**src/rtl/vp_recovery_unit.sv**
```systemverilog
// vp_recovery_unit: responder side of the load value-prediction recovery handshake.
// Opens a speculative epoch on chk_start, logs the pre-write value of every
// register-file write in an undo log, discards it on commit, and on recover
// unwinds it newest-first through the restore port before pulsing recovery_done.
// Ports: clk/rst_n (sync, active-low); chk_start/chk_pc open an epoch;
// commit/recover resolve it; wb_valid/wb_reg/wb_old_data feed the log;
// spec_active/log_full/overflow_err report status; rf_restore_* drive the
// regfile restore port; recovery_done/redirect_valid/redirect_pc end recovery.
// Optional: VP_LOG_COALESCE_EN logs only the first write to each register per epoch.
module vp_recovery_unit #(
  parameter int LOG_DEPTH     = 16,
  parameter int DATA_WIDTH    = 32,
  parameter int ADDR_WIDTH    = 32,
  parameter int REG_IDX_WIDTH = 5
) (
  input  logic                     clk,
  input  logic                     rst_n,
  input  logic                     chk_start,
  input  logic [ADDR_WIDTH-1:0]    chk_pc,
  input  logic                     commit,
  input  logic                     recover,
  input  logic                     wb_valid,
  input  logic [REG_IDX_WIDTH-1:0] wb_reg,
  input  logic [DATA_WIDTH-1:0]    wb_old_data,
  output logic                     spec_active,
  output logic                     log_full,
  output logic                     overflow_err,
  output logic                     rf_restore_en,
  output logic [REG_IDX_WIDTH-1:0] rf_restore_reg,
  output logic [DATA_WIDTH-1:0]    rf_restore_data,
  output logic                     recovery_done,
  output logic                     redirect_valid,
  output logic [ADDR_WIDTH-1:0]    redirect_pc
);
  localparam int IW = $clog2(LOG_DEPTH);
  localparam int CW = IW + 1;
  typedef enum logic [1:0] {IDLE, SPEC, UNWIND, DONE} state_t;
  state_t                  state_q, state_d;
  logic [CW-1:0]           count_q, count_d;
  logic [ADDR_WIDTH-1:0]   pc_q, pc_d;
  logic                    ovf_q, ovf_d;
  logic [REG_IDX_WIDTH-1:0] log_reg_q [LOG_DEPTH];
  logic [DATA_WIDTH-1:0]    log_data_q [LOG_DEPTH];
  logic                    full, is_new, push;
  logic [IW-1:0]           top_idx;
`ifdef VP_LOG_COALESCE_EN
  logic [2**REG_IDX_WIDTH-1:0] mask_q, mask_d;
  assign is_new = !mask_q[wb_reg];
`else
  assign is_new = 1'b1;
`endif
  assign full    = count_q == CW'(LOG_DEPTH);
  assign top_idx = IW'(count_q - 1'b1);
  assign push    = state_q == SPEC && wb_valid && wb_reg != '0 && !full && is_new;
  always_comb begin
    state_d = state_q;
    count_d = count_q;
    pc_d    = pc_q;
    ovf_d   = ovf_q | (state_q == SPEC && wb_valid && full && is_new);
`ifdef VP_LOG_COALESCE_EN
    mask_d  = mask_q;
`endif
    case (state_q)
      IDLE: if (chk_start) begin
        state_d = SPEC;
        pc_d    = chk_pc;
        count_d = '0;
`ifdef VP_LOG_COALESCE_EN
        mask_d  = '0;
`endif
      end
      SPEC: begin
        // A write in the recover cycle is pushed first so the unwind undoes it.
        if (push) begin
          count_d = count_q + 1'b1;
`ifdef VP_LOG_COALESCE_EN
          mask_d[wb_reg] = 1'b1;
`endif
        end
        if (recover) state_d = UNWIND;
        else if (commit) begin
          state_d = IDLE;
          count_d = '0;
        end
      end
      UNWIND: begin
        count_d = count_q != '0 ? count_q - 1'b1 : count_q;
        state_d = count_q <= CW'(1) ? DONE : UNWIND;
      end
      default: state_d = IDLE;
    endcase
  end
  always_ff @(posedge clk) begin
    if (!rst_n) begin
      state_q <= IDLE;
      count_q <= '0;
      pc_q    <= '0;
      ovf_q   <= 1'b0;
`ifdef VP_LOG_COALESCE_EN
      mask_q  <= '0;
`endif
    end else begin
      state_q <= state_d;
      count_q <= count_d;
      pc_q    <= pc_d;
      ovf_q   <= ovf_d;
`ifdef VP_LOG_COALESCE_EN
      mask_q  <= mask_d;
`endif
    end
  end
  always_ff @(posedge clk) begin
    if (push) begin
      log_reg_q[count_q[IW-1:0]]  <= wb_reg;
      log_data_q[count_q[IW-1:0]] <= wb_old_data;
    end
  end
  assign spec_active     = state_q == SPEC || state_q == UNWIND;
  assign log_full        = state_q == SPEC && full;
  assign overflow_err    = ovf_q;
  assign rf_restore_en   = state_q == UNWIND && count_q != '0;
  assign rf_restore_reg  = rf_restore_en ? log_reg_q[top_idx] : '0;
  assign rf_restore_data = rf_restore_en ? log_data_q[top_idx] : '0;
  assign recovery_done   = state_q == DONE;
  assign redirect_valid  = state_q == DONE;
  assign redirect_pc     = state_q == DONE ? pc_q : '0;
endmodule

```
**config.mk**
```make
export PLATFORM = sky130hd
export DESIGN_NAME = vp_recovery_unit
export DESIGN_NICKNAME = d
export VERILOG_FILES = /design/src/rtl/vp_recovery_unit.sv
export SDC_FILE = /design/constraint.sdc
export NUM_CORES = 1
export LEC_CHECK = 0
export ABC_AREA = 0
export BUFFER_PORTS_ARGS = -buffer_cell sky130_fd_sc_hd__buf_4
export CORE_MARGIN = 3
export CORE_UTILIZATION = 51
export DETAILED_ROUTE_END_ITERATION = 10
export HOLD_SLACK_MARGIN = 0.03
export PLACE_DENSITY = 0.69
export SYNTH_ARGS = -nofsm -noshare
export SYNTH_HDL_FRONTEND = slang
export SYNTH_SLANG_ARGS = --single-unit
export TNS_END_PERCENT = 1
```
**constraint.sdc**
```tcl
create_clock -name clk -period 10.2 [get_ports clk]
set_input_delay 0.51 -clock clk [delete_from_list [all_inputs] [get_ports clk]]
set_output_delay 0.51 -clock clk [all_outputs]
set_load 0.02 [all_outputs]
```
-- Word-level counts from Yosys, hierarchy flattened
Memories as Yosys holds them, arrays and structs flattened.
Index checks and enable logic that the tools add are counted.
- $lt $le $gt $ge: 1
- shift operators: 0
- reductions and logical operators: 15
- $mul: 0
- divide/modulo/power cells: 0
- add/subtract/negate cells: 2
- mux-type cells: 16
- bitwise gates (word level): 1
- equal/unequal tests: 7
- operator list (cell ; number):
    $mux W32 ; 2
    $mux W5 ; 6
    $pmux W5 S3 ; 1
    $reduce_bool A5 Y1 ; 2
    $logic_and A1 B1 Y1 ; 6
    $mux W2 ; 3
    $pmux W2 S3 ; 1
    $add A5 B1 Y5 const B ; 1
    $eq A5 B5 Y1 const B ; 1
    $le A5 B1 Y1 const B ; 1
    $sub A5 B1 Y5 const B ; 1
    $eq A2 B2 Y1 const B ; 2
    $ne A2 B2 Y1 const B ; 2
    $reduce_and A2 Y1 ; 2
    $mux W1 ; 3
    $ne A3 B3 Y1 const B ; 1
    $reduce_and A3 Y1 ; 1
    $reduce_bool A3 Y1 ; 1
    $eq A2 B1 Y1 const B ; 1
    $logic_not A2 Y1 ; 1
    $logic_not A1 Y1 ; 1
    $logic_or A1 B1 Y1 ; 1
    $or A1 B1 Y1 ; 1
- bits of input ports: 75
- logic and storage cells: 48
- latch bits: 0
- memories: 2
- bits in writable memories: 592
- ROM bits: 0
- output and inout bits: 75
- register bits: 40
- memories (name ; depth ; width ; rd ports ; clocked after Yosys merged registers in ; write ports ; RTL line ; RTL):
    log_data_q ; 16 ; 32 ; 1 ; 0 ; 1 ; 43 ; logic [DATA_WIDTH-1:0] log_data_q [LOG_DEPTH];
    log_reg_q ; 16 ; 5 ; 1 ; 0 ; 1 ; 42 ; logic [REG_IDX_WIDTH-1:0] log_reg_q [LOG_DEPTH];

-- Logic depth before layout (Yosys ltp)
- depth after elaboration: 8
- gate-level depth with buffers: 11
- depth with buffers taken out: 7

-- Least setup slack after synthesis
No wires, ideal clock.
- kind: reg-to-reg
- start point: reg count_q[0]
- end point: mem log_data_q[3][0], enable pin
- setup time: 477 ps
- setup slack: 5465 ps
- data required time: 9723 ps
- buffers on the path: 2
- clock period less this slack: 4735 ps
- cell stages (with the launch flop): 9
- data arrival time: 4257 ps
- cell sequence: dfxtp_1 > buf_2 > buf_6 > inv_1 > ha_1 > and4bb_2 > a211oi_4 > nand2_1 > nor3_1
- word-level cells in the longest chain between the ends: 5
- RTL lines (item ; RTL line ; RTL):
    start: declaration ; 39 ; logic [CW-1:0] count_q, count_d;
    start signal: assignment ; 104 ; count_q <= count_d;
    $eq A5 B5 Y1 ; 52 ; assign full = count_q == CW'(LOG_DEPTH);
    $logic_not A1 Y1 ; 54 ; assign push = state_q == SPEC && wb_valid && wb_reg != '0 && !full && is_new;
    $logic_and A1 B1 Y1 ; 54 ;
    $mux W1 ; 113 ; if (push) begin
    $mux W1 (not written as such) ; 115 ; log_data_q[count_q[IW-1:0]] <= wb_old_data;
    end: declaration ; 43 ;
Several ways; a longest one is shown, not always the timed one.

-- Worst setup path in the final report
- start point: reg count_q[0]
- end point: out rf_restore_reg[0]
- word-level cells in the longest chain between the ends: 3
- elaborated cells on any way between the ends: 5
- classes of those cells: add/sub (1); mux (1); reduce/logical (2); memory (1)
- RTL lines (item ; RTL line ; RTL):
    $sub A5 B1 Y5 / $reduce_bool A5 Y1 (equally long branches) ; -- ;
    $mem_v2 Z16 W5 / $logic_and A1 B1 Y1 (equally long branches) ; -- ;
    $mux W5 * ; 122 ; assign rf_restore_reg = rf_restore_en ? log_reg_q[top_idx] : '0;
    end: declaration ; 29 ; output logic [REG_IDX_WIDTH-1:0] rf_restore_reg,
Mark *: on every way between the ends. The rest lies on a longest branch, timed or not.

==> flow_summary.yaml <==
place:
  gp_congestion: 0.776
  portBuffers: 149
  hpwl_mm: 29.3
routing:
  dr.pass1.iters: 8
  vias_per_cell: 5.81
  drtIter0Drc: 1568
  drc: 0
  finalWirelength_mm: 55.6
  wl_per_cell_um: 23.1
  ant_nets: 0
  vias: 14000
timing:
  rsz0062_at_grt: "no"
  period_share_pct: 52.1
  skew_ns: 0.0200
  worstMarginPinSlew_ns: 1.30
  finalSetupTns_ns: 0
  setup_violations: 0
  fmax_ghz: 0.188
  holdWs_ns: 0.149
  slew_viol_final: 0
  maxSlewHeadroom_pct: 13.4
  finalHoldViolCount: 0
  finalCriticalPeriod_ns: 5.32
die:
  ios: 150
  die_width_um: 226
  die_y_um: 226
  coreArea_um2: 47800
  start_util_pct: 51.6
  core.rowCount: 80
  design.die.area_um2: 51100
logic_synthesis:
  synth_edf_count: 592
  syn-num-nets: 1683
  synthDominantCellAreaShare_pct: 71.9
  synth.most_common_cell: "edfxtp_1"
  ys_top_cells_by_count: "592 x edfxtp_1, 378 x nand2_1, 184 x a21oi_1"
  yosys.area.top_type: "edfxtp_1"
  yosysWarnings: 0
  synthTopCellsByArea: "edfxtp_1 72%, mux4_2 6.7%, nand2_1 5.7%, a21oi_1 3.7%, dfxtp_1 3.2%"
  ys_seq_area_share_pct: 75.2
  synthesis.area_per_instance_um2: 15.5
  syn-instance-count: 1599
  ys_seq_elements: 632
  synth_cell_types: 43
  netlist_area_um2: 24700
  async_flop_share_pct: 0
  synth-main-ff-cell: "edfxtp_1"
global_route:
  grt.total_usage_pct: 22.1
  grt-ovfl-total: 0
  antenna_found_initial: 1
  grt_pass1_wl_mm: 85.2
  grt_max_degree: 186
  grt_pass1_vias: 14200
clock_network:
  clk_path_buf_depth: 3
  clock_latency_ns: 0.62
  cts.sinks: 632
  htreeDepth: 2
  cts-resized-gates: 0
  clock_tree.root_cell: "clkbuf_16"
  cts_buffers: 61
  cts_setup_buffers: 0
  cts_tree: "built"
  ctsHoldBuffers: 0
  clk_pin_slew_worst_paths_ns: 0.06
power_and_ir_drop:
  powerDensity_nw_per_um2: 190
  peakVddDrop_mv: 0.148
  p_leak_nw: 9.80
critical_path:
  worstSetupEndpointType: "output pin"
  worstPathRequired_ns: 9.69
  worstSetupPathType: "flip-flop to output pin"
  arrival_ns: 4.81
  start_kind: "flip-flop"
  worstPathMaxFanout: 84
min_path:
  min_path_type: "primary input to flip-flop"
final_layout:
  final_util_pct: 59.7
  area_growth_syn_to_layout_pct: 15.6
  nNetsFinal: 1830
  n_antenna_cell: 0
  drive_above_1_share_pct: 20.4
run:
  maxCapViolations: 0
outcome:
  outcome: "finished clean"
## power by group
part | total [mW] | switching (mW) | leakage, nW | internal, mW
clock network | 2.26 | 0.922 | 0.985 | 1.34
registers | 2.88 | 0.0142 | 5.65 | 2.86
logic | 0.286 | 0.187 | 3.16 | 0.0992
## layer usage
layer  track usage, %  wire length (um)
met1             30.8             22900
met2             35.7             26700
met3             4.65              4720
met4             6.50              1250
met5            0.285                17
## state kept, by name, summed over array words and instances (netlist names)
name / flops
count_q: 5
pc_q: 32
log_reg_q: 80
state_q: 2
log_data_q: 512
overflow_err: 1
## kinds of logic after synthesis
logic type | after synthesis | synth area share, %
AOI/OAI and AO/OA | 240 | 5.28
muxes | 112 | 8.28
and+or+nand+nor | 500 | 8.64
DFF | 632 | 75.2
xor gates and xnor gates | 6 | 0.213
adders and majority gates | 9 | 0.456
buffers and inverters | 100 | 1.95
## worst paths after layout
path / startpoint / endpoint / slack [ns] / depth (start not counted)
max: count_q[0]$_SDFFE_PN0P_ / rf_restore_reg[0] / 4.88 / 10
min: chk_pc[30] / pc_q[30]$_SDFFE_PN0P_ / 0.15 / 3
max reg2reg: count_q[0]$_SDFFE_PN0P_ / log_data_q[11][2]$_DFFE_PP_ / 6.46 / 7
min reg2reg: pc_q[12]$_SDFFE_PN0P_ / pc_q[12]$_SDFFE_PN0P_ / 0.45 / 2
## stage by stage
| stage | setup WS [ns] | cells | instance area [um^2] | power [mW] |
|---|---|---|---|---|
| floorplan | 5.47 | 1599 | 24700 | 3.11 |
| global placement | 5.63 | 2298 | 26500 | 3.21 |
| detailed placement | 5.54 | 2298 | 26500 | 3.22 |
| CTS | 4.87 | 2413 | 28600 | 5.46 |
| global route | 4.54 | 2413 | 28600 | 5.60 |
| finish | 4.88 | 2413 | 28600 | 5.42 |
## placed cells by master (no fill, tap or decap), types with 3 or more instances in the layout
| cell type | n |
|---|---|
| bufinv_16 | 7 |
| edfxtp_1 | 592 |
| nor2_4 | 12 |
| inv_1 | 5 |
| clkbuf_16 | 62 |
| o22ai_1 | 37 |
| nor4_1 | 37 |
| nor2_1 | 8 |
| xnor2_1 | 3 |
| ha_1 | 8 |
| clkbuf_8 | 6 |
| mux2i_1 | 38 |
| nand2_1 | 375 |
| and2_1 | 38 |
| a21oi_1 | 184 |
| nor3_2 | 3 |
| o21ai_0 | 6 |
| buf_4 | 177 |
| clkinv_2 | 8 |
| nand3_1 | 3 |
| nand2b_1 | 5 |
| nor3_1 | 3 |
| clkinv_1 | 9 |
| dfxtp_1 | 39 |
| nand2_2 | 3 |
| clkbuf_1 | 20 |
| mux4_2 | 74 |
## critical path: stages (launching register included)
cell and delay (ns):
dfxtp_4 0.84, inv_1 0.31, ha_1 0.43, xnor2_2 0.17, buf_4 0.58, buf_4 0.78
nand2_1 0.14, a21oi_1 0.16, nor4_1 0.07, o22ai_1 0.31, buf_4 0.22
## area by class of cell
type,count,area [um^2]
clock inverters,27,320
clock buffers,88,1710
flip-flops and latches,632,18600
inverters,6,22.5
multi-input cells,867,5810
repair buffers,178,1350
well taps,615,769
fillers,3577,19300
No activity file was read; power rests on OpenSTA's default activity.
